File: src/rtl/systolic_feed_ctrl.sv
// Sequencer for the skewing preload FIFO bank feeding a DIM x DIM systolic MAC array.
// Runs a K-tiled job: fetch, preload, one skewed wavefront per tile, then drain and done.
module systolic_feed_ctrl #(
  parameter int unsigned DIM     = 8,
  parameter int unsigned TILES_W = 8
) (
  input  logic               clk,
  input  logic               rst_n,
  input  logic               start,
  input  logic [TILES_W-1:0] num_tiles,
  output logic               busy,
  output logic               done,
  output logic               mem_rd,
  output logic [TILES_W-1:0] mem_tile,
  input  logic               mem_valid,
  output logic               fifo_wr,
  output logic               fifo_en,
  output logic               mac_clr
);

  localparam int unsigned CNT_W = $clog2(2 * DIM);
  localparam logic [CNT_W-1:0] SHIFT_LOAD = CNT_W'(2 * DIM - 2);
  localparam logic [CNT_W-1:0] DRAIN_LOAD = CNT_W'(DIM - 1);

  typedef enum logic [2:0] {
    S_IDLE  = 3'd0,
    S_FETCH = 3'd1,
    S_WAIT  = 3'd2,
    S_LOAD  = 3'd3,
    S_SHIFT = 3'd4,
    S_DRAIN = 3'd5,
    S_DONE  = 3'd6
  } state_e;

  state_e             state_q, state_d;
  logic [TILES_W-1:0] tile_q, tile_d;
  logic [TILES_W-1:0] count_q, count_d;
  logic [CNT_W-1:0]   cnt_q, cnt_d;
  logic               busy_q, busy_d;
  logic               done_q, done_d;
  logic               mem_rd_q, mem_rd_d;
  logic               fifo_wr_q, fifo_wr_d;
  logic               fifo_en_q, fifo_en_d;
  logic               mac_clr_q, mac_clr_d;

  // Next-state, counters, and next-cycle Moore outputs decoded from the next state
  always_comb begin
    state_d = state_q;
    tile_d  = tile_q;
    count_d = count_q;
    cnt_d   = cnt_q;
    unique case (state_q)
      S_IDLE: begin
        if (start) begin
          count_d = (num_tiles == '0) ? TILES_W'(1) : num_tiles;
          tile_d  = '0;
          state_d = S_FETCH;
        end
      end
      S_FETCH: state_d = S_WAIT;
      S_WAIT: begin
        if (mem_valid) state_d = S_LOAD;
      end
      S_LOAD: begin
        cnt_d   = SHIFT_LOAD;
        state_d = S_SHIFT;
      end
      S_SHIFT: begin
        if (cnt_q == '0) begin
          if (tile_q == count_q - TILES_W'(1)) begin
            cnt_d   = DRAIN_LOAD;
            state_d = S_DRAIN;
          end else begin
            tile_d  = tile_q + TILES_W'(1);
            state_d = S_FETCH;
          end
        end else begin
          cnt_d = cnt_q - CNT_W'(1);
        end
      end
      S_DRAIN: begin
        if (cnt_q == '0) state_d = S_DONE;
        else             cnt_d   = cnt_q - CNT_W'(1);
      end
      S_DONE:  state_d = S_IDLE;
      default: state_d = S_IDLE;
    endcase

    busy_d    = (state_d != S_IDLE);
    done_d    = (state_d == S_DONE);
    mem_rd_d  = (state_d == S_FETCH);
    fifo_wr_d = (state_d == S_LOAD);
    fifo_en_d = (state_d == S_SHIFT);
    mac_clr_d = (state_d == S_LOAD) && (tile_d == '0);
  end

  always_ff @(posedge clk) begin
    if (!rst_n) begin
      state_q   <= S_IDLE;
      tile_q    <= '0;
      count_q   <= '0;
      cnt_q     <= '0;
      busy_q    <= 1'b0;
      done_q    <= 1'b0;
      mem_rd_q  <= 1'b0;
      fifo_wr_q <= 1'b0;
      fifo_en_q <= 1'b0;
      mac_clr_q <= 1'b0;
    end else begin
      state_q   <= state_d;
      tile_q    <= tile_d;
      count_q   <= count_d;
      cnt_q     <= cnt_d;
      busy_q    <= busy_d;
      done_q    <= done_d;
      mem_rd_q  <= mem_rd_d;
      fifo_wr_q <= fifo_wr_d;
      fifo_en_q <= fifo_en_d;
      mac_clr_q <= mac_clr_d;
    end
  end

  assign busy     = busy_q;
  assign done     = done_q;
  assign mem_rd   = mem_rd_q;
  assign mem_tile = tile_q;
  assign fifo_wr  = fifo_wr_q;
  assign fifo_en  = fifo_en_q;
  assign mac_clr  = mac_clr_q;

endmodule
File: config.mk
export PLATFORM = sky130hd
export DESIGN_NAME = systolic_feed_ctrl
export DESIGN_NICKNAME = d
export VERILOG_FILES = /design/src/rtl/systolic_feed_ctrl.sv
export SDC_FILE = /design/constraint.sdc
export NUM_CORES = 1
export LEC_CHECK = 0
export ABC_AREA = 1
export BUFFER_PORTS_ARGS = -buffer_cell sky130_fd_sc_hd__buf_4
export CAP_MARGIN = 20
export CORE_MARGIN = 2
export CORE_UTILIZATION = 40
export CTS_BUF_LIST = sky130_fd_sc_hd__clkbuf_2
export DETAILED_ROUTE_END_ITERATION = 8
export GPL_ROUTABILITY_DRIVEN = 0
export PLACE_DENSITY = 0.71
export SETUP_SLACK_MARGIN = 0.1
export SLEW_MARGIN = 20
export SYNTH_ARGS = -nofsm -noshare
export SYNTH_HDL_FRONTEND = slang
export SYNTH_SLANG_ARGS = --single-unit
File: constraint.sdc
create_clock -name clk -period 2.1 [get_ports clk]
set_input_delay 0.21 -clock clk [delete_from_list [all_inputs] [get_ports clk]]
set_output_delay 0.21 -clock clk [all_outputs]
set_load 0.05 [all_outputs]
==> reports/results.txt, run 1 <==
Overflow after GRT: 0
simple logic cell fraction of the synthesized area: 0.373
CTS clk-pin slew, worst paths: 160 ps
Routed Antenna Nets: 0
DP HPWL: 3050 microns
Post-Route Utilization: 0.530
final wirelength: 4170 microns
Synth Area in XOR/XNOR: 0.0362
layout net count: 317
Layout Cells excl Fill: 353
CP startpoint kind: flop
kind of cell adding the most delay to the critical path: simple AND/OR/NAND/NOR gates
Chip Height: 69.1 microns
commonest non-fill, non-tap cell in the layout: nand2_1
clk sinks: 29
Hold Violations, Final: 0
yosys warns: 0
PortBufs: 25
grt met1 use: 0.228
Starting Density: 0.421
DRC Markers: 0
adder-cell share of the synthesized area: 0.0221
hold crit path type: input pin to flop
max_cap viols: 0
I/O Pins: 26
die area: 4780 sq um
Net Count, Synth: 281
Worst Path Arrival: 2160 ps
crit path time final: 1870 ps
synth unique cells: 27
final setup violation count: 0
Static Leak: 1.03 nW
Clock Tree Buf Depth: 2
mapped cell area: 1700 sq um
Layout area overhead: 25.8%
CP Data Required Time: 2390 ps
Cell Rows: 23
Max Fclk: 0.534 GHz
Slew Viols, Final: 0
H-Tree Depth: 2
M2 GR Usage: 0.302
setup total negative slack: 0 ps
maximum fanout along the worst path: 7
wire per inst: 11.8 microns
DRT iter0 DRCs: 87
worst setup path class: flop to flop
RSZ-0062 raised after global routing: yes
CTS tree: done
Layout fillers: 422
cells along the critical path: inv_4 > ha_4 > inv_1 > nand2_1 > nand2_1 > nand2_1 > nand2_1 > nand3_1 > nor2_4 > nand2_4 > nand2_4 > nand2_1 > a21oi_4 > inv_1 > a21oi_1
Top Usage Layer GRT: met2
largest family of logic cells by synthesized area: simple AND/OR/NAND/NOR gates
vias: 1753
Worst-Margin Slew: 498 ps
largest net degree at the start of global routing: 15
Pwr Density: 604 nW/um^2
crit-path max cell delay: 380 ps
commonest cells after routing, fill and taps aside: nand2_1 (57), nor2_1 (36), inv_1 (35)
First-pass DRT Iterations: 6
Via density: 4.97
total track usage: 0.182
Root Buffer: clkbuf_2
Fin Clk Skew: 9.24 ps
first-pass GRT wire length: 7110 microns
fin crit share: 0.892
status: finished clean
register area share after synthesis: 0.342
Synth Area in Compound Gates: 0.117
Synth Area per Inst: 6.37 sq um
synthesis-stage register bit count: 29
Core ar.: 4030 sq um
Synth Instances: 266
mux cell area share after synthesis: 0
share of cells above drive strength 1: 0.241
Placed Cells: 339
crit end category: flop
Max transition margin: 0.668
vias in the first global route: 1684
Antenna Cells: 0
cts bufs inserted: 5
Skew-Pair Late Insertion Delay: 340 ps
Worst VDD drop: 0.000322 V
Crit-path slowest cell: dfxtp_2
initial antenna violation count: 0
GRT met3 Usage: 0.0424
crit path buf inv count: 3
most frequent cell on the critical path: nand2_1
width of the die: 69.1 microns
where the power goes:
| part | internal, mW | total (mW) | switching (mW) |
|---|---|---|---|
| clock | 0.0730 | 0.269 | 0.196 |
| combinational | 0.154 | 0.404 | 0.250 |
| sequential | 0.586 | 0.616 | 0.0302 |
metrics by stage:
stage	worst slack (ps)	hold slack [ps]	area (sq um)	total power, mW
after CTS	100	94.0	2010	1.24
after detailed placement	27.4	485	1940	0.952
after global placement	95.1	482	1940	0.946
final	226	115	2130	1.29
after global routing	77.8	98.6	2130	1.37
after floorplan	180	344	1700	0.871
synth_stat cells:
cell type / number / area share
inv_2: 3 / 0.0066
clkinv_1: 2 / 0.0044
nand3_1: 17 / 0.050
xor2_1: 4 / 0.021
nor2_1: 38 / 0.084
nor2_4: 1 / 0.0066
o21bai_1: 1 / 0.0044
buf_2: 1 / 0.0029
a21oi_1: 16 / 0.047
clkbuf_1: 3 / 0.0066
a211oi_1: 2 / 0.0089
o21ai_0: 13 / 0.038
a21oi_2: 1 / 0.0052
xnor2_1: 3 / 0.016
o31ai_1: 1 / 0.0044
nor2_2: 4 / 0.015
ha_1: 3 / 0.022
nand4_1: 5 / 0.018
nor3_1: 5 / 0.015
nand2_1: 64 / 0.14
inv_1: 37 / 0.082
dfxtp_1: 29 / 0.34
buf_6: 1 / 0.0066
o21ai_1: 3 / 0.0089
nand2_2: 2 / 0.0074
nand3_2: 4 / 0.024
nor4_1: 3 / 0.011
cell families (layout without fill, tap and decap cells):
kind of cell / Yosys count / in the layout
XOR/XNOR: 7 / 7
AND/OR/NAND/NOR: 143 / 144
adder cells (fa/ha/maj): 3 / 3
flip-flops: 29 / 29
AO/OA/AOI/OAI: 37 / 37
buffers and inverters: 47 / 83
what timing repair did:
| item | 4_1_cts | 5_1_grt |
|---|---|---|
| hold buffers | 0 | 0 |
| pin swaps | 2 | 8 |
| cloned | 1 | 0 |
| resized for setup | 6 | 25 |
| setup buffers | 1 | 4 |
| endpoints found under the setup margin | 6 | 11 |
| hold endpoints to repair | 0 | 0 |
sequential cells by signal, indices dropped and copies added (netlist names):
register	cells
mem_tile	8
state_q	3
mac_clr	1
fifo_en	1
busy	1
fifo_wr	1
done	1
cnt_q	4
count_q	8
mem_rd	1
worst register-to-register path, stage by stage (launching register included):
cell and delay (ps):
dfxtp_2 380, inv_4 50, ha_4 160, inv_1 50, nand2_1 60, nand2_1 70, nand2_1 60, nand2_1 60
nand3_1 110, nor2_4 150, nand2_4 120, nand2_4 80, nand2_1 90, a21oi_4 160, inv_1 80, a21oi_1 130
path summary, 6_finish.rpt:
kind | startpoint | endpoint | slack (ps) | cells after the start
setup / recovery | count_q[0]$_SDFFE_PN0P_ | cnt_q[3]$_SDFFE_PN0P_ | 230 | 15
hold reg to reg | count_q[1]$_SDFFE_PN0P_ | count_q[1]$_SDFFE_PN0P_ | 500 | 2
setup reg to reg | count_q[0]$_SDFFE_PN0P_ | cnt_q[3]$_SDFFE_PN0P_ | 230 | 15
hold / removal | num_tiles[4] | count_q[4]$_SDFFE_PN0P_ | 120 | 3
layout make-up:
| class | instances | area (sq um) | area share |
|---|---|---|---|
| well taps | 50 | 62.6 | 0.0293 |
| repair buffers | 33 | 260 | 0.122 |
| flip-flops and latches | 29 | 586 | 0.274 |
| clock buffers | 5 | 25.0 | 0.0117 |
| inverters | 42 | 164 | 0.0768 |
| multi-input cells | 191 | 1020 | 0.480 |
| clock inverters | 3 | 12.5 | 0.00587 |
layer usage:
metal | part of all wire | up-vias
li1 | - | 916
met1 | 0.46 | 794
met2 | 0.48 | 39
met3 | 0.043 | 4
met4 | 0.011 | 0
met5 | 0 | -
(Power assumes the default switching activity.)
==> inputs of run 2 (changes only) <==
CELL_PAD_IN_SITES_DETAIL_PLACEMENT = 0   (was not set)
CELL_PAD_IN_SITES_GLOBAL_PLACEMENT = 1   (was not set)
GPL_TIMING_DRIVEN = 0   (was not set)
PLACE_DENSITY = 0.91   (was 0.71)
==> reports/results.txt, run 2 (synthesized netlist as in run 1, its figures left out) <==
status: finished clean
Skew-Pair Late Insertion Delay: 380 ps (+40 ps)
Worst VDD drop: 0.000493 V (+53%)
worst setup path class: flop to flop
share of cells above drive strength 1: 0.258 (+0.0172)
DRC Markers: 0 (unchanged)
reg-to-reg critical path endpoint: mac_clr$_SDFF_PN0_
largest net degree at the start of global routing: 11 (-4)
DP HPWL: 3030 microns (-0.51%)
R2R Setup Slk: 190 ps (-40 ps)
Worst-Margin Slew: 537 ps (+38.7 ps)
cells along the critical path: inv_4 > ha_4 > xor2_1 > o21ai_0 > nor2_4 > nand2_4 > buf_6 > nand3_1 > nand2_1 > nand3_2 > nand2_1 > nor2_1 > nand2_1 > nor2_1
die area: 4780 sq um (unchanged)
Core ar.: 4030 sq um (unchanged)
width of the die: 69.1 microns (unchanged)
CTS clk-pin slew, worst paths: 150 ps (about the same)
final wirelength: 4000 microns (-3.9%)
Hold Violations, Final: 0 (unchanged)
setup total negative slack: 0 ps (unchanged)
commonest non-fill, non-tap cell in the layout: nand2_1
Via density: 5.04 (+1.5%)
Static Leak: 1.02 nW (-0.25%)
Layout area overhead: 28.6%
Post-Route Utilization: 0.541 (+0.0115)
most frequent cell on the critical path: nand2_1
H-Tree Depth: 2 (unchanged)
vias in the first global route: 1688 (+0.24%)
cts bufs inserted: 5 (unchanged)
commonest cells after routing, fill and taps aside: nand2_1 (54), inv_1 (36), nor2_1 (36)
fin crit share: 0.910 (+0.0181)
Overflow after GRT: 0 (unchanged)
final setup violation count: 0 (unchanged)
launching point of the worst reg2reg path: count_q[0]$_SDFFE_PN0P_
Fin Clk Skew: 6.11 ps (-3.13 ps)
vias: 1794 (+2.3%)
CP Data Required Time: 2430 ps (+40 ps)
Crit-path slowest cell: dfxtp_2
worst r2r path cells: 14 (-1)
I/O Pins: 26 (unchanged)
Slew Viols, Final: 0 (unchanged)
DRT iter0 DRCs: 64 (-26%)
hold crit path type: input pin to flop
wire per inst: 11.2 microns (-4.7%)
Starting Density: 0.421 (unchanged)
total track usage: 0.177 (-0.00560)
maximum fanout along the worst path: 5 (-2)
Hold Crit Depth: 3 (unchanged)
crit path time final: 1910 ps (+38.0 ps)
PortBufs: 25 (unchanged)
Routed Antenna Nets: 0 (unchanged)
first-pass GRT wire length: 6960 microns (-2.0%)
First-pass DRT Iterations: 6 (unchanged)
Worst Path Arrival: 2240 ps (+80 ps)
crit-path max cell delay: 390 ps (about the same)
Cell Rows: 23 (unchanged)
CTS tree: done
Pwr Density: 647 nW/um^2 (+7.1%)
Max Fclk: 0.523 GHz (-2.0%)
Root Buffer: clkbuf_2
RSZ-0062 raised after global routing: yes
clk sinks: 29 (unchanged)
layout net count: 320 (+0.95%)
Max transition margin: 0.640 (-0.0278)
Chip Height: 69.1 microns (unchanged)
Antenna Cells: 0 (unchanged)
crit end category: flop
max_cap viols: 0 (unchanged)
initial antenna violation count: 0 (unchanged)
min-delay src: num_tiles[5]
Clock Tree Buf Depth: 2 (unchanged)
Hold EP: count_q[5]$_SDFFE_PN0P_
CP startpoint kind: flop
[run 2: worst max-delay path, delay by kind of cell, from the launching register on]
family	cells	cell delay, ps
AOI/OAI and AO/OA	1	170
xor gates and xnor gates	1	120
adders and majority gates	1	250
buffers and inverters	2	190
DFF	1	390
and+or+nand+nor	9	750
[run 2: report_power, final]
group / switching, mW / internal (mW)
Combinational: 0.244 / 0.147
Clock: 0.206 / 0.197
Sequential: 0.0304 / 0.586
[run 2: final cells by class]
cell class	count	area, sq um
Buffer	5	27.5
Fill cell	413	1850
Clock buffer	5	25.0
Inverter	42	160
Clock inverter	3	41.3
Tap cell	50	62.6
Multi-Input combinational cell	190	1030
Timing Repair Buffer	32	244
Sequential cell	29	584
[run 2: worst max path at each step]
stage                             from            endpoint  slack [ps]  depth (start not counted)
2_1_floorplan   mem_tile[6]$_SDFF_PN0_  mac_clr$_SDFF_PN0_         180                         18
3_3_place_gp   count_q[0]$_SDFFE_PN0P_  mac_clr$_SDFF_PN0_          50                         18
3_5_place_dp   count_q[0]$_SDFFE_PN0P_  mac_clr$_SDFF_PN0_          60                         18
4_1_cts        count_q[1]$_SDFFE_PN0P_  mac_clr$_SDFF_PN0_         120                         18
5_1_grt        count_q[0]$_SDFFE_PN0P_  mac_clr$_SDFF_PN0_           5                         17
6_report       count_q[0]$_SDFFE_PN0P_  mac_clr$_SDFF_PN0_         190                         14
[run 2: per-layer routing]
metal	GRT usage	wire [microns]
met3	0.0351	114
met1	0.212	1850
met2	0.304	1940
met4	0.0763	92
met5	0	0
[run 2: through the flow]
step	area, sq um	setup WS [ps]	instances	hold slack [ps]	power [mW]
final	2180	188	356	89.9	1.41
after global routing	2180	5.45	356	88.2	1.49
after CTS	2050	118	352	75.8	1.37
after detailed placement	1950	63.8	341	481	0.952
after global placement	1950	48.4	341	478	0.949
after floorplan	1700	180	266	344	0.871
[run 2: what timing repair did]
| action | CTS | global route |
|---|---|---|
| hold buffers | 0 | 0 |
| gates resized for setup | 5 | 28 |
| pin swaps | 0 | 14 |
| endpoints found under the setup margin | 5 | 10 |
| buffers inserted | 2 | 4 |
| cloned | 1 | 0 |
==> inputs of run 3 (changes only) <==
CORE_UTILIZATION = 37   (was 40)
HOLD_SLACK_MARGIN = 0.1   (was not set)
PLACE_DENSITY = 0.89   (was 0.91)
clock period = 1.65 ns   (was 2.1 ns; I/O delays follow)
==> reports/results.txt, run 3 (synthesized netlist as in run 1, its figures left out) <==
RSZ-0062 raised after global routing: yes
maximum fanout along the worst path: 5 (unchanged)
Max transition margin: 0.610 (-0.0299)
Max Fclk: 0.510 GHz (-2.5%)
Placed Area: 1990 sq um (+2.3%)
cts bufs inserted: 5 (unchanged)
Via density: 4.90 (-2.7%)
vias in the first global route: 1737 (+2.9%)
final setup violation count: 17 (+17)
wire per inst: 12.5 microns (+11%)
total track usage: 0.180 (+0.00297)
max_cap viols: 0 (unchanged)
DP HPWL: 3140 microns (+3.6%)
switching share of power: 0.344 (+0.00355)
Hold Crit Depth: 4 (+1)
Core ar.: 4380 sq um (+8.8%)
PortBufs: 25 (unchanged)
initial antenna violation count: 0 (unchanged)
cells along the critical path: inv_4 > ha_4 > inv_1 > nand2_1 > nand2_1 > nand2_1 > nand2_1 > nand3_1 > nor2_2 > nand2_4 > buf_6 > nand3_1 > nand2_1 > nand3_1 > nand2_1 > nor2_1 > nand2_1 > nor2_1
crit path buf inv count: 3 (+1)
layout net count: 336 (+5.0%)
Chip Height: 71.7 microns (+3.7%)
CTS tree: done
Layout Cells excl Fill: 374 (+5.1%)
crit end category: flop
Fin Clk Skew: 16.1 ps (+10.0 ps)
Routed Antenna Nets: 0 (unchanged)
Crit-path slowest cell: dfxtp_4
clk sinks: 29 (unchanged)
Skew-Pair Late Insertion Delay: 370 ps (about the same)
status: complete, but fails checks
Cell Rows: 24 (+4.3%)
CP startpoint kind: flop
Internal: 1.20 mW (+29%)
post-placement setup slack: -323 ps (-387 ps)
setup total negative slack: -3340 ps (-3340 ps)
most frequent cell on the critical path: nand2_1
Net Switching: 0.629 mW (+31%)
I/O Pins: 26 (unchanged)
Worst-Margin Slew: 585 ps (+48.4 ps)
first-pass GRT wire length: 7320 microns (+5.1%)
worst setup path class: flop to flop
Slew Viols, Final: 0 (unchanged)
Layout area overhead: 42.5%
width of the die: 71.7 microns (+3.7%)
DRT iter0 DRCs: 124 (+94%)
fin crit share: 1.19 (+0.278)
CP Depth: 18 (+4)
CP Data Required Time: 1950 ps (-480 ps)
First-pass DRT Iterations: 4 (-2)
Worst VDD drop: 0.000435 V (-12%)
final worst setup slack: -311 ps (-499 ps)
Comb power frac: 0.293 (+0.016)
die area: 5140 sq um (+7.6%)
Reg power frac: 0.425 (-0.012)
launching point of the worst reg2reg path: count_q[0]$_SDFFE_PN0P_
Starting Density: 0.387 (-0.0341)
Static Leak: 1.15 nW (+12%)
DRC Markers: 0 (unchanged)
post-route cell area: 2420 sq um (+11%)
kind of cell adding the most delay to the critical path: simple AND/OR/NAND/NOR gates
Worst Path Arrival: 2260 ps (+20 ps)
commonest non-fill, non-tap cell in the layout: nand2_1
H-Tree Depth: 2 (unchanged)
vias: 1834 (+2.2%)
worst r2r path cells: 18 (+4)
Post-Route Utilization: 0.551 (+0.0101)
final wirelength: 4660 microns (+16%)
Antenna Cells: 0 (unchanged)
clock network fraction of total power: 0.282 (-0.004)
Hold Violations, Final: 0 (unchanged)
largest net degree at the start of global routing: 11 (unchanged)
Clock Tree Buf Depth: 2 (unchanged)
failing checks: negative setup slack
hold crit path type: input pin to flop
Overflow after GRT: 0 (unchanged)
min-delay src: start
crit path time final: 1960 ps (+49.3 ps)
commonest cells after routing, fill and taps aside: nand2_1 (56), nor2_1 (35), inv_1 (34), buf_4 (34), dfxtp_1 (19)
CTS clk-pin slew, worst paths: 170 ps (+20 ps)
Root Buffer: clkbuf_2
crit path from: count_q[0]$_SDFFE_PN0P_
crit-path max cell delay: 390 ps (about the same)
Pwr Density: 756 nW/um^2 (+17%)
Placed Cells: 343 (+0.59%)
share of cells above drive strength 1: 0.314 (+0.0555)
## run 3: cell types whose count changed in the layout (fill, tap and decap cells not counted), sizes merged
| cell | delta |
|---|---|
| buf | +5 |
| clkbuf | +1 |
| dlygate4sd3 | +10 |
## run 3: worst reg2reg max path, delay by kind of cell, from the launching register on
family | cells | cell delay [ps]
DFF | 1 | 390
and+or+nand+nor | 14 | 1090
buffers and inverters | 3 | 250
adders and majority gates | 1 | 160
## run 3: power groups by stage
| stage | registers, mW | logic (mW) | clock network (mW) |
|---|---|---|---|
| 2_1_floorplan | 0.815 | 0.295 | 0 |
| 3_3_place_gp | 0.789 | 0.424 | 0 |
| 3_5_place_dp | 0.789 | 0.431 | 0 |
| 4_1_cts | 0.774 | 0.478 | 0.533 |
| 5_1_grt | 0.782 | 0.601 | 0.558 |
| 6_report | 0.776 | 0.536 | 0.515 |
## run 3: layout make-up
class | instances | area, sq um
Clock inverter | 3 | 41.3
Multi-Input combinational cell | 190 | 1080
Tap cell | 52 | 65.1
Sequential cell | 29 | 608
Inverter | 42 | 164
Clock buffer | 5 | 25.0
Timing Repair Buffer | 48 | 400
Fill cell | 438 | 1970
Buffer | 5 | 31.3
## run 3: worst paths after layout
check | end | slack [ps]
min | mem_tile[6]$_SDFF_PN0_ | 270
max | mac_clr$_SDFF_PN0_ | -310
min reg2reg | count_q[1]$_SDFFE_PN0P_ | 510
max reg2reg | mac_clr$_SDFF_PN0_ | -310
## run 3: what timing repair did
action / 4_1_cts / 5_1_grt
endpoints found under the hold margin: 12 / 1
buffers inserted: 4 / 8
hold buffers: 9 / 1
cloned: 1 / 0
pin swaps: 5 / 7
endpoints found under the setup margin: 18 / 23
resized for setup: 13 / 36
## run 3: routing by layer
layer | track usage | vias up | share of wire
li1 | - | 957 | -
met1 | 0.218 | 838 | 0.43
met2 | 0.315 | 32 | 0.52
met3 | 0.0366 | 7 | 0.036
met4 | 0.0629 | 0 | 0.0094
met5 | 0 | - | 0
## run 3: stage by stage
step	power (mW)	hold WS, ps
detailed placement	1.22	438
finish	1.83	268
floorplan	1.11	299
global route	1.94	291
global placement	1.21	436
CTS	1.79	108
